$ cat src/rtl/rf_codebook_pkg.sv
// Shared codebook for the RF symbol transmitter and correlator receiver.
// Latency: n/a (types, constants and pure functions only).
// Backpressure: n/a.
package rf_codebook_pkg;

  localparam int CODE_BITS = 32;
  localparam int SYM_BITS  = 4;
  localparam int NUM_SYMS  = 16;

  typedef logic [SYM_BITS-1:0]  symbol_t;
  typedef logic [CODE_BITS-1:0] code_t;

  // Hadamard row k: bit i is set when i and k share an even number of ones.
  function automatic code_t code_of(symbol_t k);
    code_t      w_c;
    logic [4:0] w_i;
    w_c = '0;
    for (int i = 0; i < CODE_BITS; i++) begin
      w_i    = i[4:0];
      w_c[i] = ~^(w_i & {1'b0, k});
    end
    return w_c;
  endfunction

  // Receiver correlation target: agreements minus disagreements against row k.
  // A clean copy of row k scores CODE_BITS; every other row scores 0.
  function automatic int corr_score(code_t rx, symbol_t k);
    return CODE_BITS - 2 * $countones(rx ^ code_of(k));
  endfunction

endpackage

$ cat src/rtl/rf_symbol_transmitter_if.sv
// Symbol source to transmitter handshake plus the serial/status outputs.
// Latency: n/a (wiring only).
// Backpressure: Symbol_ready low stalls the source, which must hold Symbol.
interface rf_symbol_transmitter_if;
  import rf_codebook_pkg::*;

  symbol_t Symbol;
  logic    Symbol_valid;
  logic    Symbol_ready;
  logic    Bit_stream;
  logic    Frame_start;
  logic    Busy;

  // Symbol source side.
  modport master (
    output Symbol, Symbol_valid,
    input  Symbol_ready, Bit_stream, Frame_start, Busy
  );

  // Transmitter side.
  modport slave (
    input  Symbol, Symbol_valid,
    output Symbol_ready, Bit_stream, Frame_start, Busy
  );

endinterface

$ cat src/rtl/rf_code_rom.sv
// Combinational symbol to 32-bit Hadamard codeword lookup.
// Latency: 0 cycles (pure combinational).
// Backpressure: none.
module rf_code_rom
  import rf_codebook_pkg::*;
(
  input  symbol_t i_sym,
  output code_t   o_code
);

  assign o_code = code_of(i_sym);

endmodule

$ cat src/rtl/rf_symbol_transmitter.sv
// Maps accepted 4-bit symbols to 32-bit codewords, sent LSB-first in fixed slots.
// Latency: accept to first bit = (last slot index - sc at accept) + 1 cycles.
// Backpressure: one-entry hold; ready only when hold is empty or in the last slot cycle.
module rf_symbol_transmitter
  import rf_codebook_pkg::*;
#(
  // Idle cycles after the 32 bit cycles; must be >= 1, and 1 to line up
  // with the receiver's frame counter.
  parameter int GAP_CYCLES = 1
) (
  input logic                   Clock,
  input logic                   Reset,
  rf_symbol_transmitter_if.slave bus
);

  localparam int              SLOT_LEN     = CODE_BITS + GAP_CYCLES;
  localparam int              SC_W         = $clog2(SLOT_LEN);
  localparam logic [SC_W-1:0] SC_LAST      = SC_W'(SLOT_LEN - 1);
  localparam logic [SC_W-1:0] SC_FIRST_GAP = SC_W'(CODE_BITS);

  logic [SC_W-1:0] r_sc;
  code_t           r_sh;
  symbol_t         r_hold;
  logic            r_hold_valid;
  logic            r_active;

  logic            w_last;
  logic            w_ready;
  logic            w_accept;
  code_t           w_code;

  assign w_last   = (r_sc == SC_LAST);
  // The last slot cycle frees the hold register on the same edge it reloads.
  assign w_ready  = !r_hold_valid || w_last;
  assign w_accept = bus.Symbol_valid && w_ready;

  rf_code_rom u_rom (
    .i_sym  (r_hold),
    .o_code (w_code)
  );

  // Free-running slot counter, independent of traffic so slots stay aligned
  // with the receiver.
  always_ff @(posedge Clock or posedge Reset) begin
    if (Reset) begin
      r_sc <= '0;
    end else if (w_last) begin
      r_sc <= '0;
    end else begin
      r_sc <= r_sc + 1'b1;
    end
  end

  // Hold register: capture on accept, empty when handed to the shifter.
  always_ff @(posedge Clock or posedge Reset) begin
    if (Reset) begin
      r_hold       <= '0;
      r_hold_valid <= 1'b0;
    end else if (w_accept) begin
      r_hold       <= bus.Symbol;
      r_hold_valid <= 1'b1;
    end else if (w_last) begin
      r_hold_valid <= 1'b0;
    end
  end

  // Shifter: load a codeword (or zeros for an idle slot) at the slot
  // boundary, shift toward bit 0 otherwise; zero fill makes the gap silent.
  always_ff @(posedge Clock or posedge Reset) begin
    if (Reset) begin
      r_sh     <= '0;
      r_active <= 1'b0;
    end else if (w_last) begin
      if (r_hold_valid) begin
        r_sh     <= w_code;
        r_active <= 1'b1;
      end else begin
        r_sh     <= '0;
        r_active <= 1'b0;
      end
    end else begin
      r_sh <= {1'b0, r_sh[CODE_BITS-1:1]};
    end
  end

  assign bus.Symbol_ready = w_ready;
  assign bus.Bit_stream   = r_sh[0];
  assign bus.Frame_start  = r_active && (r_sc == '0);
  assign bus.Busy         = r_hold_valid || (r_active && (r_sc < SC_FIRST_GAP));

endmodule

$ cat src/flat_wrapper.sv
// flat-port wrapper written by rule: the top's interface ports become plain ports
module rf_symbol_transmitter_flat import rf_codebook_pkg::*;
#(
                                                                        
                                       
  parameter int GAP_CYCLES = 1
)
  (Clock, Reset, bus_Symbol, bus_Symbol_valid, bus_Symbol_ready, bus_Bit_stream, bus_Frame_start, bus_Busy);
  rf_symbol_transmitter_if bus_i ();
  input logic Clock;
  input logic Reset;
  input wire logic [$bits(bus_i.Symbol)-1:0] bus_Symbol;
  input wire logic [$bits(bus_i.Symbol_valid)-1:0] bus_Symbol_valid;
  output wire logic [$bits(bus_i.Symbol_ready)-1:0] bus_Symbol_ready;
  output wire logic [$bits(bus_i.Bit_stream)-1:0] bus_Bit_stream;
  output wire logic [$bits(bus_i.Frame_start)-1:0] bus_Frame_start;
  output wire logic [$bits(bus_i.Busy)-1:0] bus_Busy;
  assign bus_i.Symbol = bus_Symbol;
  assign bus_i.Symbol_valid = bus_Symbol_valid;
  assign bus_Symbol_ready = bus_i.Symbol_ready;
  assign bus_Bit_stream = bus_i.Bit_stream;
  assign bus_Frame_start = bus_i.Frame_start;
  assign bus_Busy = bus_i.Busy;
  rf_symbol_transmitter #(.GAP_CYCLES(GAP_CYCLES)) u_core (.Clock(Clock), .Reset(Reset), .bus(bus_i));
endmodule
$ cat config.mk
export PLATFORM = sky130hd
export DESIGN_NAME = rf_symbol_transmitter_flat
export DESIGN_NICKNAME = d
export VERILOG_FILES = /design/src/rtl/rf_codebook_pkg.sv /design/src/rtl/rf_symbol_transmitter_if.sv /design/src/rtl/rf_code_rom.sv /design/src/rtl/rf_symbol_transmitter.sv /design/src/flat_wrapper.sv
export SDC_FILE = /design/constraint.sdc
export NUM_CORES = 1
export LEC_CHECK = 0
export BUFFER_PORTS_ARGS = -buffer_cell sky130_fd_sc_hd__buf_2
export CAP_MARGIN = 40
export CORE_ASPECT_RATIO = 1.1
export CORE_MARGIN = 2
export CORE_UTILIZATION = 30
export DETAILED_ROUTE_END_ITERATION = 8
export HOLD_SLACK_MARGIN = 0.06
export MAX_ROUTING_LAYER = met4
export PLACE_DENSITY = 0.58
export SYNTH_ARGS = -nofsm -noshare
export SYNTH_HDL_FRONTEND = slang
export SYNTH_SLANG_ARGS = --single-unit
$ cat constraint.sdc
create_clock -name Clock -period 1.7 [get_ports Clock]
set_clock_uncertainty 0.05 [all_clocks]
set_input_delay 0.34 -clock Clock [delete_from_list [all_inputs] [get_ports Clock]]
set_output_delay 0.34 -clock Clock [all_outputs]
set_load 0.005 [all_outputs]
; Yosys cells after proc, flatten, opt, wreduce, memory -nomap -nowiden
; Cells that the tools add are included.
[op_classes]
n_addsub = 1
mul = 0
n_div = 0
magnitude_cmp = 1
eq_ne = 1
shifts = 0
muxes = 6
n_bitwise = 0
reduce_logical = 23
[op_table]
columns = op, count
row1 = XNOR reduction 5 bit, 15
row2 = 2-to-1 mux 32 bit, 2
row3 = "adder 6 x 1 -> 6 bit, second input constant", 1
row4 = "== test 6 bit, second input constant", 1
row5 = zero test 6 bit, 1
row6 = "< comparator 6 bit, second input constant", 1
row7 = 2-to-1 mux 6 bit, 1
row8 = logical AND 1 bit, 3
row9 = 2-to-1 mux 1 bit, 3
row10 = logical OR 1 bit, 2
row11 = nonzero test 2 bit, 1
row12 = zero test 1 bit, 1
[word_totals]
ff_bits = 44
latchBits = 0
ramBits = 0
rom_bits = 0
input_bits = 7
out_inout_bits = 4
wordCells = 37
mem_count = 0

; Depth between registers and ports, before layout
[depth]
word_depth = 4
depth_mapped = 7
depth_no_buf = 5

; By module
; Synthesis repeated with hierarchy kept, for this count alone.
[unflattened]
hier_cells = 234
hier_area_um2 = 2199.6
[by_module_without_submodules]
columns = module, n_inst, cells_each, area_per_inst_um2, seq_area_each_um2
row1 = rf_symbol_transmitter, 1, 201, 1941.9, 1101.1
row2 = rf_code_rom, 1, 33, 257.7, 0.0

; Worst setup path before layout
; OpenSTA, ideal clock, no wires.
[synth_path]
kind = reg-to-output
from = reg u_core.r_sc[0]
to = out bus_Frame_start
arrival_time_ps = 1280
t_required_ps = 1310
setup_slack_ps = 30
stages_incl_launch_ff = 6
path_buffers = 1
path_cell_list = dfrtp_1 -> inv_1 -> ha_1 -> or4b_1 -> buf_2 -> nor2_1
[synth_between]
elab_chain_cells = 2
[synth_rtl]
columns = element, line_no
row1 = start: declaration, rf_symbol_transmitter.sv:21  ; logic [SC_W-1:0] r_sc;
row2 = start signal: assignment, rf_symbol_transmitter.sv:50  ; r_sc <= r_sc + 1'b1;
row3 = zero test 6 bit, rf_symbol_transmitter.sv:88  ; assign bus.Frame_start = r_active && (r_sc == '0);
row4 = logical AND 1 bit, rf_symbol_transmitter.sv:88
row5 = end: declaration, flat_wrapper.sv:16  ; output wire logic [$bits(bus_i.Frame_start)-1:0] bus_Frame_start;
; No other way between the ends.

; Worst setup path in the final report
; Ends and elaborated chain as after synthesis.

==> metrics.csv <==
stage,metric,value,unit
status,outcome,finished with violations,
status,failing checks,negative setup slack,
finish,multi-input combinational cell area,1100,um^2
die,die height,85.9,um
min_path,Hold WC Path Type,input pin to flop,
finish,fraction of layout cells with a size suffix above 1,50.5,%
finish,Area Overhead vs Synth,53.2,%
timing,Hold WS,0.258,ns
placed_design,dpl hpwl,2.19,mm
logic_synthesis,Synth warnings,0,
global_route,initial antenna violation count,0,
timing,slew at the pin closest to its max-slew limit,0.645,ns
finish,register area,1100,um^2
die,IO Pins,11,
clock_network,Clock Latency Late Sink,0.30,ns
global_route,largest net degree at the start of global routing,34,
pwr,Power Density,615,nW/um^2
critical_path,FF-to-FF setup slack,-0.12,ns
global_route,vias in the first global route,1226,
logic_synthesis,Commonest cells post-synth,"44 x dfrtp_1, 29 x o2bb2ai_1, 12 x xor2_1, 10 x nand2_1",
die,initial core utilization,31.3,%
critical_path,Crit Path Class,flop to output pin,
placed_design,GPL Wtd Cong,0.713,
placed_design,Placed Cells incl. Taps,237,
critical_path,startpoint types,flop,
detailed_routing,total wire length,4.54,mm
detailed_routing,first-pass detailed-route iteration total,4,
logic_synthesis,register bit total from synthesis,44,
logic_synthesis,Yosys cell types,25,
timing,final worst path period share,117,%
min_path,Hold Path Cell Cnt,3,
placed_design,# port buffers,10,
min_path,end of the worst hold path,u_core.r_hold[0],
critical_path,largest fanout on the critical path,2,
detailed_routing,DR vias/cell,5.00,
timing,final hold violation count,0,
logic_synthesis,Mean Syn Cell Area,12.3,um^2
placed_design,DP Area,2050,um^2
clock_network,Worst-path clk slew,0.08,ns
logic_synthesis,Mapped Area,1830,um^2
critical_path,r2r worst-path depth,7,
timing,final worst slack,-0.289,ns
finish,design area,2800,um^2
critical_path,Worst path slowest cell,or4b_4,
detailed_routing,post-route ant nets,0,
clock_network,clk sinks,44,
finish,Antenna Cells,0,
logic_synthesis,area share of the largest cell type after synthesis,60.2,%
critical_path,FF-to-FF End,u_core.r_hold[1],
logic_synthesis,"Primary FF master, synth",dfrtp_1,
clock_network,Bufs on Longest Clock Path,2,
clock_network,clock root buffer master,clkbuf_8,
timing,Final Slew Violations,0,
critical_path,"critical path, cell by cell",inv_1 > ha_2 > or4b_4 > nor2_4 > buf_2,
clock_network,H-tree lvl count,2,
logic_synthesis,Syn Inst Count,149,
die,Die W,78.5,um
critical_path,critical path's largest stage delay,0.48,ns
detailed_routing,wire length per cell,17.4,um
finish,Non-Filler Instances,261,
finish,Final #Nets,193,
clock_network,CTS tree,built,
timing,RSZ-0062 raised after global routing,true,
placed_design,pre-CTS setup slack,0.0189,ns
logic_synthesis,syn_nets,158,
timing,Final Critical Period,1.99,ns
timing,# setup viols final,39,
logic_synthesis,Async SR Flop Fraction,100,%
global_route,global-route wire length before repair,6.22,mm
critical_path,"Req. time, crit path",1.31,ns
detailed_routing,vias after detailed routing,1304,
logic_synthesis,"EDFF count, synth",0,
timing,Rel. slew slack,56.8,%
detailed_routing,DR DRC count,0,
timing,FMAX,503,MHz
global_route,GR Overflow Total,0,
critical_path,Worst EP arrival,1.60,ns
logic_synthesis,sequential-to-total area share from yosys stat,60.2,%
clock_network,total CTS buffers,5,
pwr,Leak,0.00118,uW
die,die area,6740,um^2
finish,FILL cells,513,
die,CORE AREA,5840,um^2
pwr,Final Power,1720,uW
job,max-cap violations,0,
die,# rows,29,
critical_path,kind of end point of the critical path,output pin,
detailed_routing,Initial DRC Count,110,
pwr,maximum VDD drop,0.374,mV
logic_synthesis,Synth area leaders,"dfrtp_1 60%, o2bb2ai_1 14%, xor2_1 5.7%",
logic_synthesis,cell with the most instances after synthesis,dfrtp_1,
logic_synthesis,"area leader, netlist",dfrtp_1,
global_route,gr usage total,12.3,%
min_path,hold path start,bus_Symbol[0],
critical_path,RR Startpoint,u_core.r_sc[0],
[sequential cells by signal (all words and copies together) (netlist names)]
| register | count |
|---|---|
| u_core.r_sh | 32 |
| u_core.r_sc | 6 |
| u_core.r_hold | 4 |
| u_core.r_active | 1 |
| u_core.r_hold_valid | 1 |
[power breakdown]
group / total [uW] / switching (uW) / internal (uW)
clock: 634 / 354 / 280
sequential: 1050 / 0.116 / 1050
combinational: 43.3 / 28.8 / 14.5
total: 1720 / 383 / 1340
[per-stage QoR]
step	setup TNS, ns	utilization, %
finish	-3.17	48.0
global route	-7.60	48.0
CTS	-0.489	38.0
detailed placement	0	35.1
global placement	0	35.1
floorplan	0	-
[area by class of cell]
type / count / area share, %
flip-flops and latches: 44 / 39.3
inverters: 6 / 0.893
clock buffers: 6 / 2.59
repair buffers: 40 / 14.3
well taps: 77 / 3.44
multi-input cells: 87 / 39.3
clock inverters: 1 / 0.179
[worst max path at each step]
stage	start	to	slack [ns]
floorplan	u_core.r_sc[0]	bus_Frame_start	0.03
global placement	u_core.r_sc[0]	bus_Frame_start	0.02
detailed placement	u_core.r_sc[1]	bus_Frame_start	0.02
CTS	u_core.r_sc[0]	bus_Frame_start	-0.28
global route	u_core.r_sc[0]	bus_Frame_start	-0.35
finish	u_core.r_sc[0]	bus_Frame_start	-0.29
[cell families after synthesis]
logic type / share of synthesized area, %
xor+xnor: 6.70
compound gates: 18.8
simple gates: 8.28
fa+ha+maj: 1.37
buf+inv: 4.65
flops: 60.2
[critical path, delay by kind of cell, from the launching register on]
family / cells / cell delay [ns]
flops: 1 / 0.39
simple gates: 2 / 0.58
fa+ha+maj: 1 / 0.16
buf+inv: 2 / 0.17
[layout by cell type, fill, tap and decap left out, types with 2 or more instances in the layout]
| cell | instances |
|---|---|
| buf_4 | 19 |
| clkbuf_8 | 5 |
| buf_12 | 3 |
| nand2_2 | 3 |
| o211ai_1 | 8 |
| xor2_1 | 12 |
| buf_6 | 2 |
| a21oi_1 | 2 |
| o2bb2ai_2 | 13 |
| o21ai_2 | 2 |
| buf_2 | 10 |
| nand2b_1 | 4 |
| dfrtp_1 | 43 |
| inv_1 | 3 |
| clkbuf_16 | 4 |
| nor2_1 | 2 |
| xnor2_1 | 2 |
| o2bb2ai_4 | 16 |
| nand2_1 | 6 |
| nor2_4 | 3 |
[metal layers]
metal / GRT usage, % / routed length [um] / part of all wire, %
met5: - / 0 / 0
met4: 5.26 / 106 / 2.3
met3: 2.84 / 165 / 3.6
met2: 17.9 / 2160 / 48
met1: 16.5 / 2100 / 46
[timing repair]
item	CTS	global route
buffers inserted	3	7
pin swaps	3	28
gates resized for setup	11	61
endpoints found under the hold margin	16	0
endpoints found under the setup margin	2	42
hold buffers	1	0
gates cloned	0	6
No activity file was read; power rests on OpenSTA's default activity.
